--- config.mk ---
export PLATFORM = sky130hd
export DESIGN_NAME = vga_frame_sequencer
export DESIGN_NICKNAME = d
export VERILOG_FILES = /design/src/rtl/vga_frame_sequencer.sv
export SDC_FILE = /design/constraint.sdc
export NUM_CORES = 1
export LEC_CHECK = 0
export CAP_MARGIN = 5
export CELL_PAD_IN_SITES_DETAIL_PLACEMENT = 0
export CELL_PAD_IN_SITES_GLOBAL_PLACEMENT = 2
export CORE_MARGIN = 3
export CORE_UTILIZATION = 34
export DETAILED_ROUTE_END_ITERATION = 8
export PLACE_DENSITY = 0.8
export SLEW_MARGIN = 20
export SYNTH_ARGS = -nofsm -noshare
export SYNTH_HDL_FRONTEND = slang
export SYNTH_SLANG_ARGS = --single-unit
--- constraint.sdc ---
create_clock -name clk -period 3.2 [get_ports clk]
set_input_delay 0.64 -clock clk [delete_from_list [all_inputs] [get_ports clk]]
set_output_delay 0.64 -clock clk [all_outputs]
set_load 0.01 [all_outputs]
--- src/rtl/vga_frame_sequencer.sv ---
// Frame-rate sequencer: advances the scroll offset and pattern preset once per frame,
// with pause/run control and per-frame debounced buttons.
module vga_frame_sequencer #(
  parameter int unsigned HOLD_FRAMES     = 256,
  parameter int unsigned DEBOUNCE_FRAMES = 3
) (
  input  logic       clk,
  input  logic       reset,
  input  logic       vsync,
  input  logic       btn_next,
  input  logic       btn_pause,
  input  logic       auto_en,
  input  logic [2:0] speed,
  input  logic       dir,
  output logic [9:0] offset,
  output logic [1:0] preset,
  output logic       paused,
  output logic       frame_tick
);

  localparam logic [9:0] HoldLast = 10'(HOLD_FRAMES - 1);
  localparam logic [2:0] DebMax   = 3'(DEBOUNCE_FRAMES);

  typedef enum logic [0:0] {StRun, StPause} state_e;

  state_e     state_q, state_d;
  logic       vsync_q, vs_q;
  logic       tick, tick_q;
  logic [9:0] offset_q, offset_d;
  logic [1:0] preset_q, preset_d;
  logic [9:0] hold_q, hold_d;
  logic [2:0] nxt_cnt_q, nxt_cnt_d;
  logic [2:0] pse_cnt_q, pse_cnt_d;
  logic       nxt_press, pse_press, expire;

  // vsync is registered once, so the frame update lands one edge after it is sampled high.
  assign tick = vsync_q & ~vs_q;

  always_comb begin
    nxt_cnt_d = nxt_cnt_q;
    pse_cnt_d = pse_cnt_q;
    nxt_press = 1'b0;
    pse_press = 1'b0;
    if (tick) begin
      if (btn_next) begin
        if (nxt_cnt_q != DebMax) begin
          nxt_cnt_d = nxt_cnt_q + 3'd1;
          nxt_press = (nxt_cnt_q + 3'd1) == DebMax;
        end
      end else begin
        nxt_cnt_d = 3'd0;
      end
      if (btn_pause) begin
        if (pse_cnt_q != DebMax) begin
          pse_cnt_d = pse_cnt_q + 3'd1;
          pse_press = (pse_cnt_q + 3'd1) == DebMax;
        end
      end else begin
        pse_cnt_d = 3'd0;
      end
    end
  end

  always_comb begin
    state_d = state_q;
    if (tick && pse_press) begin
      unique case (state_q)
        StRun:   state_d = StPause;
        StPause: state_d = StRun;
        default: state_d = StRun;
      endcase
    end
  end

  // Offset step and hold count use the pre-toggle state on the tick.
  always_comb begin
    offset_d = offset_q;
    hold_d   = hold_q;
    preset_d = preset_q;
    expire   = 1'b0;
    if (tick && state_q == StRun) begin
      offset_d = dir ? offset_q - {7'd0, speed} : offset_q + {7'd0, speed};
      if (auto_en) begin
        if (hold_q == HoldLast) begin
          hold_d = 10'd0;
          expire = 1'b1;
        end else begin
          hold_d = hold_q + 10'd1;
        end
      end
    end
    if (nxt_press) begin
      hold_d = 10'd0;
    end
    if (expire || nxt_press) begin
      preset_d = preset_q + 2'd1;
    end
  end

  always_ff @(posedge clk) begin
    if (reset) begin
      vsync_q   <= 1'b1;
      vs_q      <= 1'b1;
      tick_q    <= 1'b0;
      state_q   <= StRun;
      offset_q  <= 10'd0;
      preset_q  <= 2'd0;
      hold_q    <= 10'd0;
      nxt_cnt_q <= 3'd0;
      pse_cnt_q <= 3'd0;
    end else begin
      vsync_q   <= vsync;
      vs_q      <= vsync_q;
      tick_q    <= tick;
      state_q   <= state_d;
      offset_q  <= offset_d;
      preset_q  <= preset_d;
      hold_q    <= hold_d;
      nxt_cnt_q <= nxt_cnt_d;
      pse_cnt_q <= pse_cnt_d;
    end
  end

  assign offset     = offset_q;
  assign preset     = preset_q;
  assign paused     = (state_q == StPause);
  assign frame_tick = tick_q;

endmodule
==> flow_summary_export.csv <==
group,metric,value,unit
outcome,status,"completed",
synth,netlist_instances,222,
critical_path,crit_chain,"clkdlybuf4s50_1, inv_1, ha_1, mux2_2, inv_1, ha_1, nor2b_1, o31a_1, o31ai_1, mux2i_1, o2111ai_1",
routing,via_per_inst,4.99,
synth,ys_ff_latch,32,
die,rows,26,
clock_network,cts.clk_slew.worst_paths,0.07,ns
critical_path,start_kind,"input pin",
place,dp_slack,-0.156,ns
place,placed_cell_area,0.00232,mm²
critical_path,critical_path.max_stage_delay,0.50,ns
die,io_pins,24,
layout,antenna_cells,0,
die,die_area,0.00666,mm²
die,die_x,81.6,µm
routing,drtIter0Drc,84,
timing,clock_skew,0.00552,ns
timing,grt_setup_unrepaired,"false",
power_and_ir_drop,ir_worst_vdd,0.000217,V
routing,drc_errors,0,
critical_path,crit_buf_inv,3,
critical_path,critPathSlowestCell,"clkdlybuf4s50_1",
timing,whs,0.487,ns
timing,period_share,0.923,
routing,ant_nets,0,
critical_path,end_kind,"flip-flop",
die,core_area,0.00530,mm²
routing,detail_route.first_pass.iterations,4,
timing,fmaxAchievable,338,MHz
critical_path,cp_max_fo,3,
critical_path,crit_type,"in2reg",
timing,hold_viol_final,0,
clock_network,clock_path_buffers,2,
clock_network,cts-htree-levels,2,
place,dp.cells,322,
synth,synth_top_area_frac,0.330,
synth,ys_types,50,
die,fp.dieH,81.6,µm
timing,relSlewSlack,0.561,
synth,ys.flop_type,"dfxtp_1",
clock_network,cts.sinks,32,
die,start_util,0.366,
job,cap_violations,0,
place,post-dp-hpwl,3020,µm
critical_path,path_delay_family,"compound AO/OA/AOI/OAI gates",
timing,period_minus_slack,2.95,ns
clock_network,cts_tree,"yes",
clock_network,clockRootBuffer,"clkbuf_8",
routing,wire_per_inst,12.5,µm
synth,synth_edf_count,0,
layout,nNetsFinal,288,
critical_path,worstPathArrival,3.11,ns
global_routing,grt_max_degree,27,
synth,synth_area_leaders,"dfxtp_1 (33%), ha_1 (12%), nor2_1 (6.0%), nand3_1 (2.8%), o21a_1 (2.7%)",
power_and_ir_drop,power_density,394,mW/mm²
routing,vias,1646,
critical_path,required,3.35,ns
place,gp_congestion,0.797,
layout,finalNonFillerCells,330,
timing,worst_slew_pin_slew,0.659,ns
timing,slew_viol_final,0,
global_routing,grt_pass1_vias,1573,
layout,layout_common_cells,"dfxtp_1 (32), nor2_1 (31), clkdlybuf4s50_1 (23), ha_1 (18), buf_4 (13)",
synth,syn-num-nets,251,
synth,yosys_warnings,0,
clock_network,numCtsBuffers,5,
critical_path,r2r_setup_slack,1.15,ns
global_routing,grt_overflow,0,
synth,netlist_area,0.00194,mm²
worst_hold_path,worstHoldPathType,"reg2reg",
global_routing,grt_pass1_wl,7270,µm
layout,drive_gt1_frac,0.135,
synth,async_reset_ff_frac,0,
layout,layout_commonest_cell,"dfxtp_1",
clock_network,clock_latency,0.29,ns
layout,final_cell_area,0.00243,mm²
layout,postLayoutCoreUtil,0.458,
global_routing,antenna_found_initial,0,
synth,yosysSeqAreaShare,0.330,
layout,areaGrowthSynthToFinish,25.0,%
place,io_buffer_count,23,
synth,syn_area_per_cell,8.75,µm²
global_routing,grt_use_total,0.140,
routing,totalWireLength,4120,µm
synth,yosysTopAreaCell,"dfxtp_1",
timing,finalSetupViolCount,0,
timing,setup_slack,0.245,ns
power_and_ir_drop,leakagePower,0.965,nW
[per-layer routing]
metal | routed length [µm] | share of wire | track usage
met1 | 2040 | 0.49 | 0.179
met2 | 1840 | 0.45 | 0.229
met3 | 175 | 0.042 | 0.0318
met4 | 76 | 0.018 | 0.0548
met5 | 0 | 0 | 0
[cells in the mapped netlist, drive strengths merged, types with 2 or more instances]
cell and n:
nand2 10, nand4 2, inv 12, a31oi 2, nor4b 4, a21o 2, nor2b 4, nor2 31
dfxtp 32, o21a 7, nand3 11, and4 3, buf 3, o2111ai 2, and2 4, and3 3
clkbuf 3, a2111o 3, xor2 6, a21oi 11, xnor2 4, o21ai 2, or3b 3, mux2i 3
nor3 11, a211oi 3, or2 3, nand2b 3, mux2 2, o31ai 2, ha 18, o211ai 2
[cell type report]
type | count | area, µm²
inverters | 13 | 48.8
flip-flops and latches | 32 | 641
clock buffers | 5 | 68.8
clock inverters | 3 | 42.5
multi-input cells | 171 | 1210
repair buffers | 36 | 328
fillers | 518 | 2870
well taps | 70 | 87.6
[timing repair]
| action | CTS | global route |
|---|---|---|
| setup endpoints to repair | 0 | 1 |
| buffers inserted | 0 | 0 |
| hold buffers | 0 | 0 |
| gates resized for setup | 0 | 1 |
[report_power, final]
part           total [W]  internal (W)  switching, W
registers       0.000415      0.000407    0.00000744
logic           0.000147     0.0000750     0.0000724
clock network   0.000394      0.000230      0.000163
[final timing paths]
path                             startpoint                   endpoint  cells past startpoint
setup / recovery                   speed[1]     offset[9]$_SDFFE_PP0P_                     11
hold / removal    nxt_cnt_q[2]$_SDFFE_PP0P_  nxt_cnt_q[2]$_SDFFE_PP0P_                      2
setup reg to reg     offset[0]$_SDFFE_PP0P_     offset[6]$_SDFFE_PP0P_                      8
hold reg to reg   nxt_cnt_q[2]$_SDFFE_PP0P_  nxt_cnt_q[2]$_SDFFE_PP0P_                      2
[per-stage QoR]
step / TNS, ns / total power, W
floorplan: 0 / 0.000509
global placement: -0.115 / 0.000573
detailed placement: -0.156 / 0.000572
CTS: 0 / 0.000974
global route: 0 / 0.00101
finish: 0 / 0.000956
[state kept, by name (all words and copies together), names as in the netlist]
signal      cells
frame_tick      1
hold_q         10
nxt_cnt_q       3
offset         10
paused          1
preset          2
pse_cnt_q       3
vs_q            1
vsync_q         1
[cells by family after synthesis]
| group | Yosys count | synth area share |
|---|---|---|
| mux | 5 | 0.0270 |
| compound gates | 41 | 0.153 |
| fa+ha+maj | 19 | 0.126 |
| simple gates | 96 | 0.272 |
| xor+xnor | 10 | 0.0451 |
| flops | 32 | 0.330 |
| buf+inv | 19 | 0.0464 |
[worst min-delay path: cells and delay by family, from the launching register on]
| kind | cells | cell delay [ns] |
|---|---|---|
| flip-flops | 1 | 0.33 |
| AO/OA/AOI/OAI | 1 | 0.06 |
| AND/OR/NAND/NOR | 1 | 0.07 |
Note: power is estimated with default switching activity, not from simulation.
==> variant (same flow settings) <==
`hold_q` no longer has a reset.
--- a/src/rtl/vga_frame_sequencer.sv
+++ b/src/rtl/vga_frame_sequencer.sv
@@ -107,3 +107,2 @@
       preset_q  <= 2'd0;
-      hold_q    <= 10'd0;
       nxt_cnt_q <= 3'd0;
@@ -117,3 +116,2 @@
       preset_q  <= preset_d;
-      hold_q    <= hold_d;
       nxt_cnt_q <= nxt_cnt_d;
@@ -121,2 +119,6 @@
     end
+  end
+
+  always_ff @(posedge clk) begin
+    hold_q <= hold_d;
   end
Behaviour: same outputs for any inputs over 10 cycles, from zero or initial values and one cycle with reset high; that may be too few to reach the edited logic, so the function may still have changed.
==> variant against the unedited design <==
  * Setup slack got worse by 0.11 ns
  * Total power rose by 7.7%
  * Combinational power rose by 29%
  * Cell area rose by 1.1%
  * Wire length fell by 1.5%
  * Highest routed layer unchanged
  * Critical path type unchanged
  * Clock skew rose by 0.0013 ns
  * Sequential cell count did not move
  * Synthesized area rose by 0.32%
  * Synthesized cell count fell by 0.45%
  * Critical endpoint unchanged
  * Count of clock-buffer cells in the layout rose by 1
  * Sequential power rose by 9.9%
==> variant: results (changes against the unedited design) <==
[power_and_ir_drop]
p_clk_frac = 0.373  ; was 0.412
p_seq_w = 0.000456  ; was 0.000415 W
irDropWorstVdd_uv = 154  ; was 217 uV
switchingPower_w = 0.000269  ; was 0.000243 W
p_leak_nw = 1.01  ; was 0.965 nW
total_power_w = 0.00103  ; was 0.000956 W

[synth]
synthTopCellsByCount = dfxtp_1, nor2_1, ha_1  ; unchanged
synth_mux_area_frac = 0.0263  ; was 0.0270
ys_top_cells_by_area = dfxtp_1, ha_1, nor2_1  ; unchanged
synthesis.nets = 250  ; was 251
synth_compound_area_frac = 0.153  ; about the same
synth_xor_area_frac = 0.0494  ; was 0.0451
ys_seq_area_frac = 0.329  ; was 0.330
synth_fa_ha_area_frac = 0.126  ; about the same
ys_types = 53  ; was 50
syn_inst = 221  ; was 222

[placement]
place_area_mm2 = 0.00235  ; was 0.00232 mm2
pre_cts_slack_ns = -0.145  ; was -0.156 ns
dp_hpwl_um = 3050  ; was 3020 um
dp.cells = 324  ; was 322
gp_congestion = 0.702  ; was 0.797

[drt]
wire_per_inst_um = 12.2  ; was 12.5 um
dr.first_iter.drc_count = 35  ; was 84
vias = 1627  ; was 1,646

[finish]
fin_nets = 290  ; was 288
instances_no_fill = 332  ; was 330
diodes = 0  ; unchanged
fillers = 548  ; was 518
drive_gt1_frac = 0.130  ; was 0.135

[worst_setup_path]
r2r_slack_ns = 1.10  ; was 1.15 ns
crit_arrival_ns = 3.22  ; was 3.11 ns
cp_slowest_stage_delay_ns = 0.48  ; was 0.50 ns
critPathMaxFanout = 4  ; was 3
r2r_end = offset[8]$_SDFFE_PP0P_  ; was offset[6]$_SDFFE_PP0P_

[global_route]
met3_usage = 0.0384  ; was 0.0318
track_usage = 0.140  ; about the same
met2_usage = 0.217  ; was 0.229
grt_pass1_wl_um = 7250  ; was 7270 um
grt_start_max_net_pins = 21  ; was 27
use_met1 = 0.190  ; was 0.179

[sta]
skew_ns = 0.00684  ; was 0.00552 ns
hold_ws_ns = 0.488  ; was 0.487 ns
clock.fmax_mhz = 326  ; was 338 MHz
tightest_slew_ns = 0.621  ; was 0.659 ns

[min_path]
hp-start = offset[2]$_SDFFE_PP0P_  ; was nxt_cnt_q[2]$_SDFFE_PP0P_
hold_end = offset[2]$_SDFFE_PP0P_  ; was nxt_cnt_q[2]$_SDFFE_PP0P_

[clocking]
cts_buffer_depth = 2  ; unchanged
cts_root_buffer = clkbuf_8  ; unchanged

[outcome]
status = complete, no violations  ; unchanged

variant: metal layers:
layer | up-vias | wire length [um] | share of wire
met5 | - | 0 | 0
met4 | 0 | 51 | 0.013
met3 | 5 | 148 | 0.036
met2 | 17 | 1760 | 0.43
met1 | 735 | 2100 | 0.52
li1 | 870 | - | -
variant: critical path: cells and delay by family:
kind | cells | cell delay, ns
AO/OA/AOI/OAI | 4 | 0.96
adder cells (fa/ha/maj) | 3 | 0.67
buffers and inverters | 2 | 0.53
AND/OR/NAND/NOR | 2 | 0.41
variant: how the worst max path moves through the flow:
| stage | from | end | cells after the start |
|---|---|---|---|
| finish | speed[0] | offset[9]$_SDFFE_PP0P_ | 11 |
| global route | speed[0] | offset[9]$_SDFFE_PP0P_ | 11 |
| global placement | speed[0] | offset[9]$_SDFFE_PP0P_ | 11 |
| CTS | speed[0] | offset[9]$_SDFFE_PP0P_ | 11 |
| floorplan | speed[0] | offset[9]$_SDFFE_PP0P_ | 10 |
| detailed placement | speed[0] | offset[9]$_SDFFE_PP0P_ | 11 |
variant: cell type report:
cell class / count / area, um2 / share of cell area
multi-input combinational: 170 / 1220 / 0.496
sequential: 32 / 641 / 0.261
timing repair buffer: 40 / 358 / 0.146
tap: 70 / 87.6 / 0.0357
clock buffer: 6 / 72.6 / 0.0295
inverter: 12 / 45.0 / 0.0183
clock inverter: 2 / 35.0 / 0.0143
variant: kinds of logic after synthesis:
logic type / count (synthesis)
XOR/XNOR: 11
AO/OA/AOI/OAI: 41
adder cells (fa/ha/maj): 19
multiplexers: 5
AND/OR/NAND/NOR: 94
flip-flops: 32
buffers and inverters: 19
